--- config.mk ---
export PLATFORM = sky130hd
export DESIGN_NAME = ddls_rr_arbiter
export DESIGN_NICKNAME = d
export VERILOG_FILES = /design/src/rtl/ddls_arb_pkg.sv /design/src/rtl/rr_grant.sv /design/src/rtl/ddls_rr_arbiter.sv
export SDC_FILE = /design/constraint.sdc
export NUM_CORES = 1
export LEC_CHECK = 0
export CAP_MARGIN = 40
export CORE_ASPECT_RATIO = 0.7
export CORE_MARGIN = 8
export CORE_UTILIZATION = 43
export CTS_CLUSTER_DIAMETER = 60
export DETAILED_ROUTE_END_ITERATION = 12
export GPL_TIMING_DRIVEN = 0
export PLACE_DENSITY = 0.81
export SYNTH_ARGS = -nofsm -noshare
export SYNTH_HDL_FRONTEND = slang
export SYNTH_SLANG_ARGS = --single-unit
export TNS_END_PERCENT = 30
--- constraint.sdc ---
create_clock -name clk -period 3.76 [get_ports clk]
set_input_delay 1.128 -clock clk [delete_from_list [all_inputs] [get_ports clk]]
set_output_delay 1.128 -clock clk [all_outputs]
set_load 0.02 [all_outputs]
--- src/rtl/ddls_arb_pkg.sv ---
// ddls_arb_pkg
//   Shared types and helpers for the DDLS round-robin arbiter.
//   - arb_state_t   : arbiter FSM states
//   - rr_next_grant : first set request bit searching upward from last+1,
//                     modulo n_req (requests padded to MAX_REQ bits)
package ddls_arb_pkg;

    localparam int MAX_REQ   = 8;
    localparam int MAX_IDX_W = 3;

    typedef enum logic [2:0] {
        IDLE,
        ISSUE,
        WAIT_BUSY,
        WAIT_DONE,
        RESP
    } arb_state_t;

    // Returns 0 when no request is set; callers qualify with |req.
    function automatic logic [MAX_IDX_W-1:0] rr_next_grant(
        input logic [MAX_REQ-1:0]   req,
        input int                   n_req,
        input logic [MAX_IDX_W-1:0] last
    );
        logic [MAX_IDX_W-1:0] g;
        logic [MAX_IDX_W-1:0] idx3;
        logic                 found;
        int                   idx;
        g     = '0;
        found = 1'b0;
        for (int k = 1; k <= MAX_REQ; k++) begin
            idx  = (int'(last) + k) % n_req;
            idx3 = MAX_IDX_W'(idx);
            if (!found && (k <= n_req) && req[idx3]) begin
                g     = idx3;
                found = 1'b1;
            end
        end
        return g;
    endfunction

endpackage

--- src/rtl/rr_grant.sv ---
// rr_grant
//   Combinational round-robin pick.
//   Ports:
//     req_valid [N_REQ]  pending requests
//     last      [IDX_W]  most recently granted index
//     g         [IDX_W]  next grant (meaningful only when any=1)
//     any                at least one request pending
module rr_grant
    import ddls_arb_pkg::*;
#(
    parameter  int N_REQ = 4,
    localparam int IDX_W = $clog2(N_REQ)
) (
    input  logic [N_REQ-1:0] req_valid,
    input  logic [IDX_W-1:0] last,
    output logic [IDX_W-1:0] g,
    output logic             any
);

    logic [MAX_REQ-1:0]   req_pad;
    logic [MAX_IDX_W-1:0] last_pad;
    logic [MAX_IDX_W-1:0] g_full;

    assign req_pad  = MAX_REQ'(req_valid);
    assign last_pad = MAX_IDX_W'(last);
    assign g_full   = rr_next_grant(req_pad, N_REQ, last_pad);
    assign g        = IDX_W'(g_full);
    assign any      = |req_valid;

endmodule

--- src/rtl/ddls_rr_arbiter.sv ---
// ddls_rr_arbiter
//   Shares one DDLS Basic-handshake worker between N_REQ requesters with
//   round-robin fairness. One transaction in flight at a time.
//   Optional watchdog: define DDLS_ARB_TIMEOUT_EN to abandon a job after
//   TIMEOUT_CYC wait cycles and answer it with rsp_err=1, rsp_data=0.
//   Ports:
//     clk, rst           clock, synchronous active-high reset
//     req_valid/req_data per-requester request, held until req_ack
//     req_ack            one-hot pulse, request taken
//     rsp_valid          one-hot pulse to the granted requester
//     rsp_data, rsp_err  result and timeout flag, qualified by rsp_valid
//     wk_valid/wk_data_in  worker start pulse and operand
//     wk_ready/wk_data_out worker idle/result-valid and result
//   All outputs are registered.
module ddls_rr_arbiter
    import ddls_arb_pkg::*;
#(
    parameter int N_REQ       = 4,
    parameter int DATA_W      = 8,
    parameter int RES_W       = 4,
    parameter int TIMEOUT_CYC = 255
) (
    input  logic                    clk,
    input  logic                    rst,
    input  logic [N_REQ-1:0]        req_valid,
    input  logic [N_REQ*DATA_W-1:0] req_data,
    output logic [N_REQ-1:0]        req_ack,
    output logic [N_REQ-1:0]        rsp_valid,
    output logic [RES_W-1:0]        rsp_data,
    output logic                    rsp_err,
    output logic                    wk_valid,
    output logic [DATA_W-1:0]       wk_data_in,
    input  logic                    wk_ready,
    input  logic [RES_W-1:0]        wk_data_out
);

    localparam int IDX_W = $clog2(N_REQ);

    generate
        if (N_REQ < 2 || N_REQ > MAX_REQ || TIMEOUT_CYC < 1) begin : g_bad_cfg
            $error("ddls_rr_arbiter: N_REQ must be 2..8 and TIMEOUT_CYC >= 1");
        end
    endgenerate

    arb_state_t          state_q, state_n;
    logic [IDX_W-1:0]    g_q, g_n;
    logic [IDX_W-1:0]    last_q, last_n;
    logic [N_REQ-1:0]    req_ack_q, req_ack_n;
    logic [N_REQ-1:0]    rsp_valid_q, rsp_valid_n;
    logic [RES_W-1:0]    rsp_data_q, rsp_data_n;
    logic                wk_valid_q, wk_valid_n;
    logic [DATA_W-1:0]   wk_data_q, wk_data_n;

    logic [IDX_W-1:0]    pick;
    logic                any;
    logic                issue_ok;

    function automatic logic [N_REQ-1:0] onehot(input logic [IDX_W-1:0] i);
        return N_REQ'(1) << i;
    endfunction

    rr_grant #(.N_REQ(N_REQ)) u_grant (
        .req_valid (req_valid),
        .last      (last_q),
        .g         (pick),
        .any       (any)
    );

`ifdef DDLS_ARB_TIMEOUT_EN
    localparam int CNT_W = $clog2(TIMEOUT_CYC + 1);

    logic [CNT_W-1:0] cnt_q, cnt_n;
    logic             rsp_err_q, rsp_err_n;
    logic             timed_out;

    // Counter value k means k wait cycles have already elapsed, so the
    // abort decision is taken in the TIMEOUT_CYC-th wait cycle.
    assign timed_out = (cnt_q == CNT_W'(TIMEOUT_CYC - 1));
    // An abandoned job may still be running: hold off until the worker is idle.
    assign issue_ok  = any && wk_ready;
    assign rsp_err   = rsp_err_q;
`else
    assign issue_ok  = any;
    assign rsp_err   = 1'b0;
`endif

    always_comb begin
        state_n     = state_q;
        g_n         = g_q;
        last_n      = last_q;
        req_ack_n   = '0;
        rsp_valid_n = '0;
        rsp_data_n  = '0;
        wk_valid_n  = 1'b0;
        wk_data_n   = wk_data_q;
`ifdef DDLS_ARB_TIMEOUT_EN
        cnt_n       = cnt_q;
        rsp_err_n   = 1'b0;
`endif
        case (state_q)
            IDLE: begin
                // Ack and start are registered here so they show up during ISSUE.
                if (issue_ok) begin
                    g_n        = pick;
                    wk_data_n  = req_data[pick*DATA_W +: DATA_W];
                    req_ack_n  = onehot(pick);
                    wk_valid_n = 1'b1;
                    state_n    = ISSUE;
                end
            end
            ISSUE: begin
                last_n  = g_q;
                state_n = WAIT_BUSY;
`ifdef DDLS_ARB_TIMEOUT_EN
                cnt_n   = '0;
`endif
            end
            WAIT_BUSY: begin
`ifdef DDLS_ARB_TIMEOUT_EN
                cnt_n = cnt_q + CNT_W'(1);
                if (timed_out) begin
                    rsp_valid_n = onehot(g_q);
                    rsp_err_n   = 1'b1;
                    state_n     = RESP;
                end else if (!wk_ready) begin
                    state_n = WAIT_DONE;
                end
`else
                if (!wk_ready) begin
                    state_n = WAIT_DONE;
                end
`endif
            end
            WAIT_DONE: begin
`ifdef DDLS_ARB_TIMEOUT_EN
                cnt_n = cnt_q + CNT_W'(1);
`endif
                // A real result wins over a coincident timeout.
                if (wk_ready) begin
                    rsp_valid_n = onehot(g_q);
                    rsp_data_n  = wk_data_out;
                    state_n     = RESP;
                end
`ifdef DDLS_ARB_TIMEOUT_EN
                else if (timed_out) begin
                    rsp_valid_n = onehot(g_q);
                    rsp_err_n   = 1'b1;
                    state_n     = RESP;
                end
`endif
            end
            RESP: begin
                state_n = IDLE;
            end
            default: begin
                state_n = IDLE;
            end
        endcase
    end

    always_ff @(posedge clk) begin
        if (rst) begin
            state_q     <= IDLE;
            g_q         <= '0;
            last_q      <= IDX_W'(N_REQ - 1);
            req_ack_q   <= '0;
            rsp_valid_q <= '0;
            rsp_data_q  <= '0;
            wk_valid_q  <= 1'b0;
            wk_data_q   <= '0;
        end else begin
            state_q     <= state_n;
            g_q         <= g_n;
            last_q      <= last_n;
            req_ack_q   <= req_ack_n;
            rsp_valid_q <= rsp_valid_n;
            rsp_data_q  <= rsp_data_n;
            wk_valid_q  <= wk_valid_n;
            wk_data_q   <= wk_data_n;
        end
    end

`ifdef DDLS_ARB_TIMEOUT_EN
    always_ff @(posedge clk) begin
        if (rst) begin
            cnt_q     <= '0;
            rsp_err_q <= 1'b0;
        end else begin
            cnt_q     <= cnt_n;
            rsp_err_q <= rsp_err_n;
        end
    end
`endif

    assign req_ack    = req_ack_q;
    assign rsp_valid  = rsp_valid_q;
    assign rsp_data   = rsp_data_q;
    assign wk_valid   = wk_valid_q;
    assign wk_data_in = wk_data_q;

endmodule

* Word level (Yosys, flattened, before mapping)
Index checks and enable logic that the tools add are counted.
** Word-level totals
- Register bits after elaboration :: 28
- Bits of input ports :: 43
- Output and inout port bits :: 22
- Logic and storage cells :: 70
** Cells by class
- Add/subtract/negate cells :: 4
- Magnitude comparators :: 4
- Eq/ne operators :: 6
- Shift-type cells :: 3
- Muxes and demuxes :: 20
- Bitwise logic cells :: 8
- Reductions and logical operators :: 17
** Operators by type and width (number)
- $shiftx A32 B6 Y8 :: 1
- $lt A3 B4 Y1 const B :: 4
- $bmux W1 S3 :: 4
- $pmux W3 S4 :: 1
- $reduce_or A2 Y1 :: 5
- $mux W3 :: 3
- $mux W1 :: 8
- $mux W2 :: 4
- $shl A1 B2 Y4 const A :: 2
- $eq A3 B2 Y1 const B :: 2
- $ne A2 B2 Y1 const B :: 3
- $reduce_or A3 Y1 :: 2
- $add A2 B1 Y2 const B :: 2
- $add A2 B2 Y2 const B :: 2
- $and A1 B1 Y1 const A :: 4
- $not A1 Y1 :: 4
- $reduce_or A4 Y1 :: 1
- $eq A3 B1 Y1 const B :: 1
- $logic_and A1 B1 Y1 :: 3
- $logic_not A1 Y1 :: 3
- $logic_not A3 Y1 :: 1
- $reduce_and A3 Y1 :: 1
- $reduce_and A2 Y1 :: 1

* Longest topological paths before layout
Gate-level depths: netlist of run 1.
- Depth after elaboration :: 16
- Mapped depth :: 6
- Depth with buffers taken out :: 5

* Hierarchy
Synthesis of run 1 repeated with hierarchy kept, for this count alone.
** Unflattened totals
- Cell total of the unflattened synthesis :: 95
- Area, all modules :: 1186.1 µm²
** By module, submodules not included
- ddls_rr_arbiter :: times used 1, cells an instance 81, area each 1104.8 µm², seq. area each 560.5 µm²
- rr_grant :: times used 1, cells an instance 14, area each 81.3 µm², seq. area each 0.0 µm²

* Worst setup path before layout of run 1
OpenSTA, ideal clock, no wires.
- Path kind :: input to register
- Start :: input rst
- End :: register wk_data_q[1] (netlist: wk_data_in[1])
- Library setup time :: 73 ps
- Arrival :: 2297 ps
- Required time :: 3687 ps
- Setup slack :: 1389 ps
- Stages :: 6
- Path buffers :: 2
- Cells stage by stage :: buf_2 > nor4b_4 > buf_6 > nand3_1 > mux2_2 > o211ai_2
** RTL lines
- from (decl) :: RTL line ddls_rr_arbiter.sv:24 : input logic rst,
- to (signal assigned) :: RTL line ddls_rr_arbiter.sv:179 : wk_data_q <= wk_data_n;
- to (decl) :: RTL line ddls_rr_arbiter.sv:52 : logic [DATA_W-1:0] wk_data_q, wk_data_n;

* Final worst setup path of run 1
- Start :: input req_valid[1]
- End :: register wk_data_q[5] (netlist: wk_data_in[5])
** On the way
- Word-level cells in the longest chain between the ends :: 13
- Elaborated cells between the ends (all ways) :: 24
- Those cells by class :: shift (1); mux (15); reduce/logical (8)
** Ends and longest elaborated chain
- from (decl) :: RTL line ddls_rr_arbiter.sv:25 : input logic [N_REQ-1:0] req_valid,
- $bmux W1 S3 :: RTL line ddls_arb_pkg.sv:34 : if (!found && (k <= n_req) && req[idx3]) begin
- $mux W1 (not written as such) :: RTL line ddls_arb_pkg.sv:34
- $mux W1 :: RTL line ddls_arb_pkg.sv:34
- $logic_not A1 Y1 :: RTL line ddls_arb_pkg.sv:34
- $logic_and A1 B1 Y1 :: RTL line ddls_arb_pkg.sv:34
- $mux W1 :: RTL line ddls_arb_pkg.sv:34
- $logic_not A1 Y1 :: RTL line ddls_arb_pkg.sv:34
- $logic_and A1 B1 Y1 :: RTL line ddls_arb_pkg.sv:34
- $mux W1 :: RTL line ddls_arb_pkg.sv:34
- $logic_not A1 Y1 :: RTL line ddls_arb_pkg.sv:34
- $logic_and A1 B1 Y1 :: RTL line ddls_arb_pkg.sv:34
- $mux W2 :: RTL line ddls_arb_pkg.sv:34
- $shiftx A32 B6 Y8 :: RTL line ddls_rr_arbiter.sv:105 : wk_data_n = req_data[pick*DATA_W +: DATA_W];
Several ways; a longest one is shown, not always the timed one. The select of a mux whose other input is x is not followed.
A chain may end at the register's enable or synchronous reset.

==> flow_results.xml, run 1 <==
<?xml version="1.0" encoding="UTF-8"?>
<metrics>
  <group name="clock_tree">
    <metric name="cts_resized" unit="">0</metric>
    <metric name="cts-hold-fix-buffers" unit="">0</metric>
    <metric name="cts-root-buf" unit="">sky130_fd_sc_hd__clkbuf_8</metric>
    <metric name="cts_made_buffers" unit="">3</metric>
    <metric name="worstSkewPairLatency" unit="ns">0.28</metric>
    <metric name="tritoncts" unit="">done</metric>
    <metric name="cts.reportedPaths.clkPinSlew" unit="ns">0.09</metric>
    <metric name="cts.sinks" unit="">28</metric>
    <metric name="post-cts-setup-buffer-count" unit="">0</metric>
    <metric name="cts.path.max_buffers" unit="">2</metric>
    <metric name="cts-htree-levels" unit="">1</metric>
  </group>
  <group name="global_routing">
    <metric name="groute.usage.overall" unit="">0.1451</metric>
    <metric name="overflow" unit="">0</metric>
    <metric name="grt_max_degree" unit="">17</metric>
    <metric name="grt_antenna_before_repair" unit="">0</metric>
    <metric name="grt_pass1_wl" unit="um">6058</metric>
    <metric name="first_global_vias" unit="">1236</metric>
  </group>
  <group name="timing">
    <metric name="maxSlewViolCount" unit="">0</metric>
    <metric name="final_critical_path_setup_slack" unit="ns">0.9695</metric>
    <metric name="whs" unit="ns">0.4790</metric>
    <metric name="hold_viol" unit="">0</metric>
    <metric name="max-slew-margin-rel" unit="">0.5356</metric>
    <metric name="layout_min_cycle_time" unit="ns">2.790</metric>
    <metric name="totalNegativeSetupSlack" unit="ns">0</metric>
    <metric name="rsz0062_at_grt" unit="">false</metric>
    <metric name="finalSetupViolCount" unit="">0</metric>
    <metric name="maxClockFrequency" unit="GHz">0.3584</metric>
    <metric name="timing.final.crit_share" unit="">0.7421</metric>
    <metric name="tightest_slew" unit="ns">0.6913</metric>
    <metric name="timing.clock.skew" unit="ns">0.002588</metric>
  </group>
  <group name="die">
    <metric name="chipHeight" unit="um">62.73</metric>
    <metric name="placeableCoreArea" unit="um2">3063</metric>
    <metric name="rows" unit="">17</metric>
    <metric name="pin_count" unit="">65</metric>
    <metric name="width_of_the_chip" unit="um">82.76</metric>
    <metric name="initial_utilization" unit="">0.4379</metric>
    <metric name="die-area" unit="um2">5191</metric>
  </group>
  <group name="drt">
    <metric name="routed_wire_per_std_cell" unit="um">15.76</metric>
    <metric name="drt_first_pass_iters" unit="">4</metric>
    <metric name="route.vias.total" unit="">1244</metric>
    <metric name="number_of_nets_still_failing_antenna_checks_after_routing" unit="">0</metric>
    <metric name="detail_route.iter0.violations" unit="">58</metric>
    <metric name="vias_per_cell" unit="">5.249</metric>
    <metric name="totalWireLength" unit="um">3736</metric>
    <metric name="post-route-drc-count" unit="">0</metric>
  </group>
  <group name="power">
    <metric name="p_clk_frac" unit="">0.272</metric>
    <metric name="pwr-share-comb" unit="">0.322</metric>
    <metric name="p_int" unit="uW">617.5</metric>
    <metric name="p_sw_frac" unit="">0.2875</metric>
    <metric name="cellLeakagePower" unit="uW">0.0008121</metric>
    <metric name="net-switching-power" unit="uW">249.1</metric>
    <metric name="sequential_group_share_of_total_power" unit="">0.406</metric>
    <metric name="irDropWorstVdd" unit="uV">207.1</metric>
    <metric name="power.density_cell_area" unit="nW/um2">416.5</metric>
  </group>
  <group name="run_status">
    <metric name="outcome" unit="">complete, no violations</metric>
  </group>
  <group name="layout">
    <metric name="finalInstanceArea" unit="um2">2081</metric>
    <metric name="final_common_cell" unit="">sky130_fd_sc_hd__clkdlybuf4s50_1</metric>
    <metric name="final_cell_mix" unit="">62 x sky130_fd_sc_hd__clkdlybuf4s50_1, 28 x sky130_fd_sc_hd__dfxtp_1, 17 x sky130_fd_sc_hd__nand3_1</metric>
    <metric name="insertedDiodeCount" unit="">0</metric>
    <metric name="area.growth.synth_to_final" unit="%">55.13</metric>
    <metric name="final_nets" unit="">243</metric>
    <metric name="area_taken_by_flip_flops_and_latches" unit="um2">560.5</metric>
    <metric name="post_route_cells_drive_above_1_share" unit="">0.1658</metric>
    <metric name="multiInputGateArea" unit="um2">719.4</metric>
    <metric name="layout.cells.non_filler" unit="">237</metric>
    <metric name="layout.filler_cells" unit="">238</metric>
  </group>
  <group name="setup_path">
    <metric name="worst_path_max_stage_delay" unit="ns">0.52</metric>
    <metric name="crit_type" unit="">in2reg</metric>
    <metric name="worst_path_cell_trace" unit="">clkdlybuf4s50_1 &gt; nor4_2 &gt; nor4_1 &gt; nor2_1 &gt; nand2_1 &gt; o211ai_2</metric>
    <metric name="critical-path-top-delay-family" unit="">simple AND/OR/NAND/NOR gates</metric>
    <metric name="critical-path-slowest-cell" unit="">sky130_fd_sc_hd__nor4_2</metric>
    <metric name="timing.critical_path.depth" unit="">6</metric>
    <metric name="crit_path_max_fanout" unit="">8</metric>
    <metric name="crit_arrival" unit="ns">3.00</metric>
    <metric name="critical_path_required" unit="ns">3.97</metric>
    <metric name="critical_path_buf_inv_count" unit="">1</metric>
    <metric name="reg2reg_depth" unit="">6</metric>
    <metric name="launching_element_type_of_the_critical_path" unit="">primary input</metric>
    <metric name="critical_path.endpoint_type" unit="">flip-flop</metric>
  </group>
  <group name="synth">
    <metric name="synthCells" unit="">133</metric>
    <metric name="synth.yosys.warnings" unit="">0</metric>
    <metric name="synthesis.area" unit="um2">1341</metric>
    <metric name="yosys_register_bits" unit="">28</metric>
    <metric name="synth_edf_count" unit="">0</metric>
    <metric name="syn_area_per_cell" unit="um2">10.08</metric>
    <metric name="netlist-cell-type-count" unit="">33</metric>
    <metric name="syn-num-nets" unit="">176</metric>
    <metric name="async_flop_share" unit="">0</metric>
    <metric name="synth-seq-area-share" unit="">0.4179</metric>
    <metric name="yosys_most_used_dff" unit="">sky130_fd_sc_hd__dfxtp_1</metric>
  </group>
  <group name="placed_design">
    <metric name="hpwl" unit="um">2978</metric>
    <metric name="gp_congestion" unit="">0.7908</metric>
    <metric name="dpl_worst_slack" unit="ns">0.6311</metric>
    <metric name="dpl-instance-area" unit="um2">2009</metric>
    <metric name="placement.io_buffers" unit="">62</metric>
    <metric name="post-place-cells" unit="">233</metric>
  </group>
  <group name="min_path">
    <metric name="hp-class" unit="">reg2reg</metric>
    <metric name="hold_path_depth" unit="">2</metric>
  </group>
  <group name="run">
    <metric name="drv.max_cap_violation_count" unit="">0</metric>
  </group>
</metrics>
-- flip-flops by register name, indices dropped and copies added, names as in the netlist --
register,count
wk_data_in,8
req_ack,4
rsp_data,4
rsp_valid,4
state_q,3
g_q,2
last_q,2
wk_valid,1
-- kinds of logic (layout without fill, tap and decap cells) --
kind of cell | Yosys count | in the layout | synth area share
AND/OR/NAND/NOR | 59 | 59 | 0.2491
multiplexers | 19 | 19 | 0.1493
flip-flops | 28 | 28 | 0.4179
AO/OA/AOI/OAI | 17 | 17 | 0.1353
buffers and inverters | 9 | 75 | 0.04570
other | 1 | 1 | 0.002796
-- layout make-up --
type | count | area share
Inverter | 1 | 0.001804
Timing Repair Buffer | 62 | 0.2983
Sequential cell | 28 | 0.2694
Tap cell | 38 | 0.02285
Buffer | 8 | 0.02766
Multi-Input combinational cell | 96 | 0.3458
Clock inverter | 1 | 0.01443
Clock buffer | 3 | 0.01984
-- per-layer routing --
metal  GRT usage  wire, um
met1      0.1589      1495
met4     0.04506        46
met5           0         0
met2      0.2498      1815
met3     0.05172       380
-- cells in the mapped netlist, drive strengths merged (2+ instances only) --
| library cell | instances | share of area |
|---|---|---|
| a211o | 2 | 0.013 |
| and2 | 4 | 0.019 |
| and3 | 3 | 0.014 |
| buf | 8 | 0.043 |
| dfxtp | 28 | 0.42 |
| mux2 | 8 | 0.067 |
| mux2i | 11 | 0.082 |
| nand2 | 11 | 0.031 |
| nand2b | 2 | 0.0093 |
| nand3 | 17 | 0.063 |
| nor2 | 8 | 0.028 |
| nor2b | 2 | 0.0093 |
| nor3 | 4 | 0.015 |
| nor4 | 2 | 0.014 |
| o211ai | 8 | 0.075 |
| o21ai | 2 | 0.010 |
| or2b | 2 | 0.011 |
-- worst reg2reg max path, delay by kind of cell (launching register included) --
family,cells,cell delay [ns]
multiplexers,1,0.28
AO/OA/AOI/OAI,2,0.40
AND/OR/NAND/NOR,2,0.28
buffers and inverters,1,0.29
flip-flops,1,0.47
-- path summary, 6_finish.rpt --
kind / from / to / slack [ns]
max reg2reg: last_q[1] / wk_data_in[7] / 1.98
min: wk_data_in[7] / wk_data_in[7] / 0.48
min reg2reg: wk_data_in[7] / wk_data_in[7] / 0.48
max: req_valid[1] / wk_data_in[5] / 0.97
-- power by group through the flow --
stage | logic [uW] | registers, uW | clock network (uW)
global placement | 274 | 356 | 0
detailed placement | 280 | 358 | 0
floorplan | 133 | 382 | 0
finish | 279 | 352 | 236
global route | 299 | 356 | 250
CTS | 281 | 352 | 238
-- metrics by stage --
step                        util  power, uW
after floorplan                -      515.2
after global placement    0.6560      629.8
after detailed placement  0.6560      638.3
after CTS                 0.6793      870.7
after global routing      0.6793      904.4
final                     0.6793      866.6
Power figures use the tool's default switching activity.
==> run 2: changes to the inputs <==
CORE_UTILIZATION = 36   (was 43)
PLACE_DENSITY = 0.72   (was 0.81)
clock period = 2.29 ns   (was 3.76 ns; I/O delays follow)
==> run 2 against run 1 <==
Die area is 15% higher. Cell count is 6.8% higher. Sequential share of layout area is 0.97 points lower. Core utilization is 6.9 points lower. Combinational power is 72% higher. Register-to-register slack worse by 1.5 ns. Clock power is 64% higher. Clock skew is 0.0060 ns higher. Final area is 3.7% higher. Sequential power is 64% higher. Routed wire length is 2.4% higher.
==> flow_results.xml, run 2 (synthesis gave the netlist of run 1 again) <==
<?xml version="1.0" encoding="UTF-8"?>
<metrics>
  <group name="die">
    <metric name="chipHeight" unit="um">67.07</metric>
    <metric name="die-area" unit="um2">5966</metric>
    <metric name="width_of_the_chip" unit="um">88.96</metric>
    <metric name="pin_count" unit="">65</metric>
    <metric name="placeableCoreArea" unit="um2">3536</metric>
    <metric name="initial_utilization" unit="">0.3793</metric>
    <metric name="rows" unit="">18</metric>
  </group>
  <group name="timing">
    <metric name="max-slew-margin-rel" unit="">0.5606</metric>
    <metric name="hold_viol" unit="">0</metric>
    <metric name="maxSlewViolCount" unit="">0</metric>
    <metric name="final_critical_path_setup_slack" unit="ns">0.03116</metric>
    <metric name="finalSetupViolCount" unit="">0</metric>
    <metric name="tightest_slew" unit="ns">0.6540</metric>
    <metric name="maxClockFrequency" unit="GHz">0.4427</metric>
    <metric name="timing.final.crit_share" unit="">0.9864</metric>
    <metric name="timing.clock.skew" unit="ns">0.008619</metric>
    <metric name="layout_min_cycle_time" unit="ns">2.259</metric>
  </group>
  <group name="clock_tree">
    <metric name="cts-root-buf" unit="">sky130_fd_sc_hd__clkbuf_8</metric>
    <metric name="cts.sinks" unit="">28</metric>
    <metric name="tritoncts" unit="">done</metric>
    <metric name="cts.reportedPaths.clkPinSlew" unit="ns">0.10</metric>
    <metric name="cts-htree-levels" unit="">1</metric>
    <metric name="worstSkewPairLatency" unit="ns">0.28</metric>
    <metric name="cts.path.max_buffers" unit="">2</metric>
    <metric name="cts_made_buffers" unit="">3</metric>
  </group>
  <group name="placed_design">
    <metric name="placement.io_buffers" unit="">62</metric>
    <metric name="dpl-instance-area" unit="um2">2024</metric>
    <metric name="gp_congestion" unit="">0.7933</metric>
    <metric name="hpwl" unit="um">2917</metric>
    <metric name="dpl_worst_slack" unit="ns">-0.4462</metric>
    <metric name="post-place-cells" unit="">245</metric>
  </group>
  <group name="drt">
    <metric name="detail_route.iter0.violations" unit="">29</metric>
    <metric name="route.vias.total" unit="">1229</metric>
    <metric name="vias_per_cell" unit="">4.858</metric>
    <metric name="totalWireLength" unit="um">3826</metric>
    <metric name="post-route-drc-count" unit="">0</metric>
    <metric name="number_of_nets_still_failing_antenna_checks_after_routing" unit="">0</metric>
    <metric name="routed_wire_per_std_cell" unit="um">15.12</metric>
    <metric name="drt_first_pass_iters" unit="">5</metric>
  </group>
  <group name="power">
    <metric name="p_clk_frac" unit="">0.268</metric>
    <metric name="cellLeakagePower" unit="uW">0.0008563</metric>
    <metric name="p_sw_frac" unit="">0.2867</metric>
    <metric name="power.density_cell_area" unit="nW/um2">670.1</metric>
    <metric name="irDropWorstVdd" unit="uV">301.1</metric>
    <metric name="net-switching-power" unit="uW">414.7</metric>
    <metric name="pwr-share-comb" unit="">0.332</metric>
    <metric name="sequential_group_share_of_total_power" unit="">0.399</metric>
    <metric name="p_int" unit="uW">1032</metric>
  </group>
  <group name="setup_path">
    <metric name="critical_path_required" unit="ns">2.47</metric>
    <metric name="launching_element_type_of_the_critical_path" unit="">primary input</metric>
    <metric name="critical_path.endpoint_type" unit="">flip-flop</metric>
    <metric name="crit_type" unit="">in2reg</metric>
    <metric name="r2r_slack" unit="ns">0.50</metric>
    <metric name="crit_path_max_fanout" unit="">10</metric>
    <metric name="crit_arrival" unit="ns">2.44</metric>
  </group>
  <group name="global_routing">
    <metric name="overflow" unit="">0</metric>
    <metric name="grt_antenna_before_repair" unit="">0</metric>
    <metric name="grt_max_degree" unit="">17</metric>
    <metric name="groute.usage.overall" unit="">0.1276</metric>
    <metric name="grt_pass1_wl" unit="um">5899</metric>
    <metric name="first_global_vias" unit="">1228</metric>
  </group>
  <group name="run">
    <metric name="drv.max_cap_violation_count" unit="">0</metric>
  </group>
  <group name="layout">
    <metric name="final_util" unit="">0.6104</metric>
    <metric name="finalInstanceArea" unit="um2">2158</metric>
    <metric name="insertedDiodeCount" unit="">0</metric>
    <metric name="area.growth.synth_to_final" unit="%">60.91</metric>
    <metric name="final_nets" unit="">247</metric>
    <metric name="post_route_cells_drive_above_1_share" unit="">0.1921</metric>
    <metric name="largest_register_ffs" unit="">8</metric>
    <metric name="final_common_cell" unit="">sky130_fd_sc_hd__clkdlybuf4s50_1</metric>
    <metric name="layout.cells.non_filler" unit="">253</metric>
    <metric name="final_cell_mix" unit="">60 x sky130_fd_sc_hd__clkdlybuf4s50_1, 28 x sky130_fd_sc_hd__dfxtp_1, 17 x sky130_fd_sc_hd__nand3_1</metric>
  </group>
  <group name="min_path">
    <metric name="hp-class" unit="">reg2reg</metric>
  </group>
  <group name="run_status">
    <metric name="outcome" unit="">complete, no violations</metric>
  </group>
</metrics>
[run 2: cell types whose count changed in the layout (fill, tap and decap cells not counted), sizes merged]
| cell | delta |
|---|---|
| buf | +4 |
| dlymetal6s2s | +2 |
| clkdlybuf4s50 | -2 |
[run 2: timing repair]
action	CTS	global route
setup buffers	3	1
hold buffers	0	0
endpoints found under the setup margin	8	8
pin swaps	1	1
gates resized for setup	1	8
[run 2: cell type report]
type	instances	area (um2)
fillers	306	1378
clock inverters	1	30.03
repair buffers	66	655.6
inverters	1	3.754
clock buffers	3	41.29
multi-input cells	96	737.0
flip-flops and latches	28	560.5
well taps	50	62.56
plain buffers	8	67.56
[run 2: path summary, 6_finish.rpt]
kind	startpoint	endpoint	depth (start not counted)
worst max-delay path	req_valid[1]	wk_data_in[0]	8
worst min register to register	wk_data_in[4]	wk_data_in[4]	2
worst min-delay path	wk_data_in[4]	wk_data_in[4]	2
worst max register to register	last_q[1]	wk_data_in[0]	6
[run 2: power groups by stage]
stage	clock, uW	sequential, uW	combinational, uW
after floorplan	0	628	218
after global placement	0	586	449
after detailed placement	0	587	458
after CTS	398	576	470
after global routing	418	586	515
final	388	578	481
[run 2: per-stage QoR]
stage	hold slack [ns]	TNS, ns	total power [uW]
after floorplan	0.4366	0	845.9
after global placement	0.4568	-4.202	1035
after detailed placement	0.4614	-4.134	1045
after CTS	0.4865	0	1444
after global routing	0.5153	-0.2757	1519
final	0.4796	0	1446
[run 2: routing by layer]
metal | part of all wire | up-vias | GRT usage
met5 | 0 | - | 0
met4 | 0.033 | 0 | 0.07216
met3 | 0.085 | 10 | 0.04791
met2 | 0.46 | 48 | 0.1917
met1 | 0.43 | 559 | 0.1532
li1 | - | 612 | -
[run 2: critical path: stages]
cell and delay [ns]:
sky130_fd_sc_hd__clkdlybuf4s50_1 0.52, sky130_fd_sc_hd__nor4_4 0.50, sky130_fd_sc_hd__nor4b_4 0.09, sky130_fd_sc_hd__buf_4 0.18
sky130_fd_sc_hd__buf_6 0.14, sky130_fd_sc_hd__nand3_1 0.09, sky130_fd_sc_hd__mux2_2 0.17, sky130_fd_sc_hd__o211ai_2 0.07
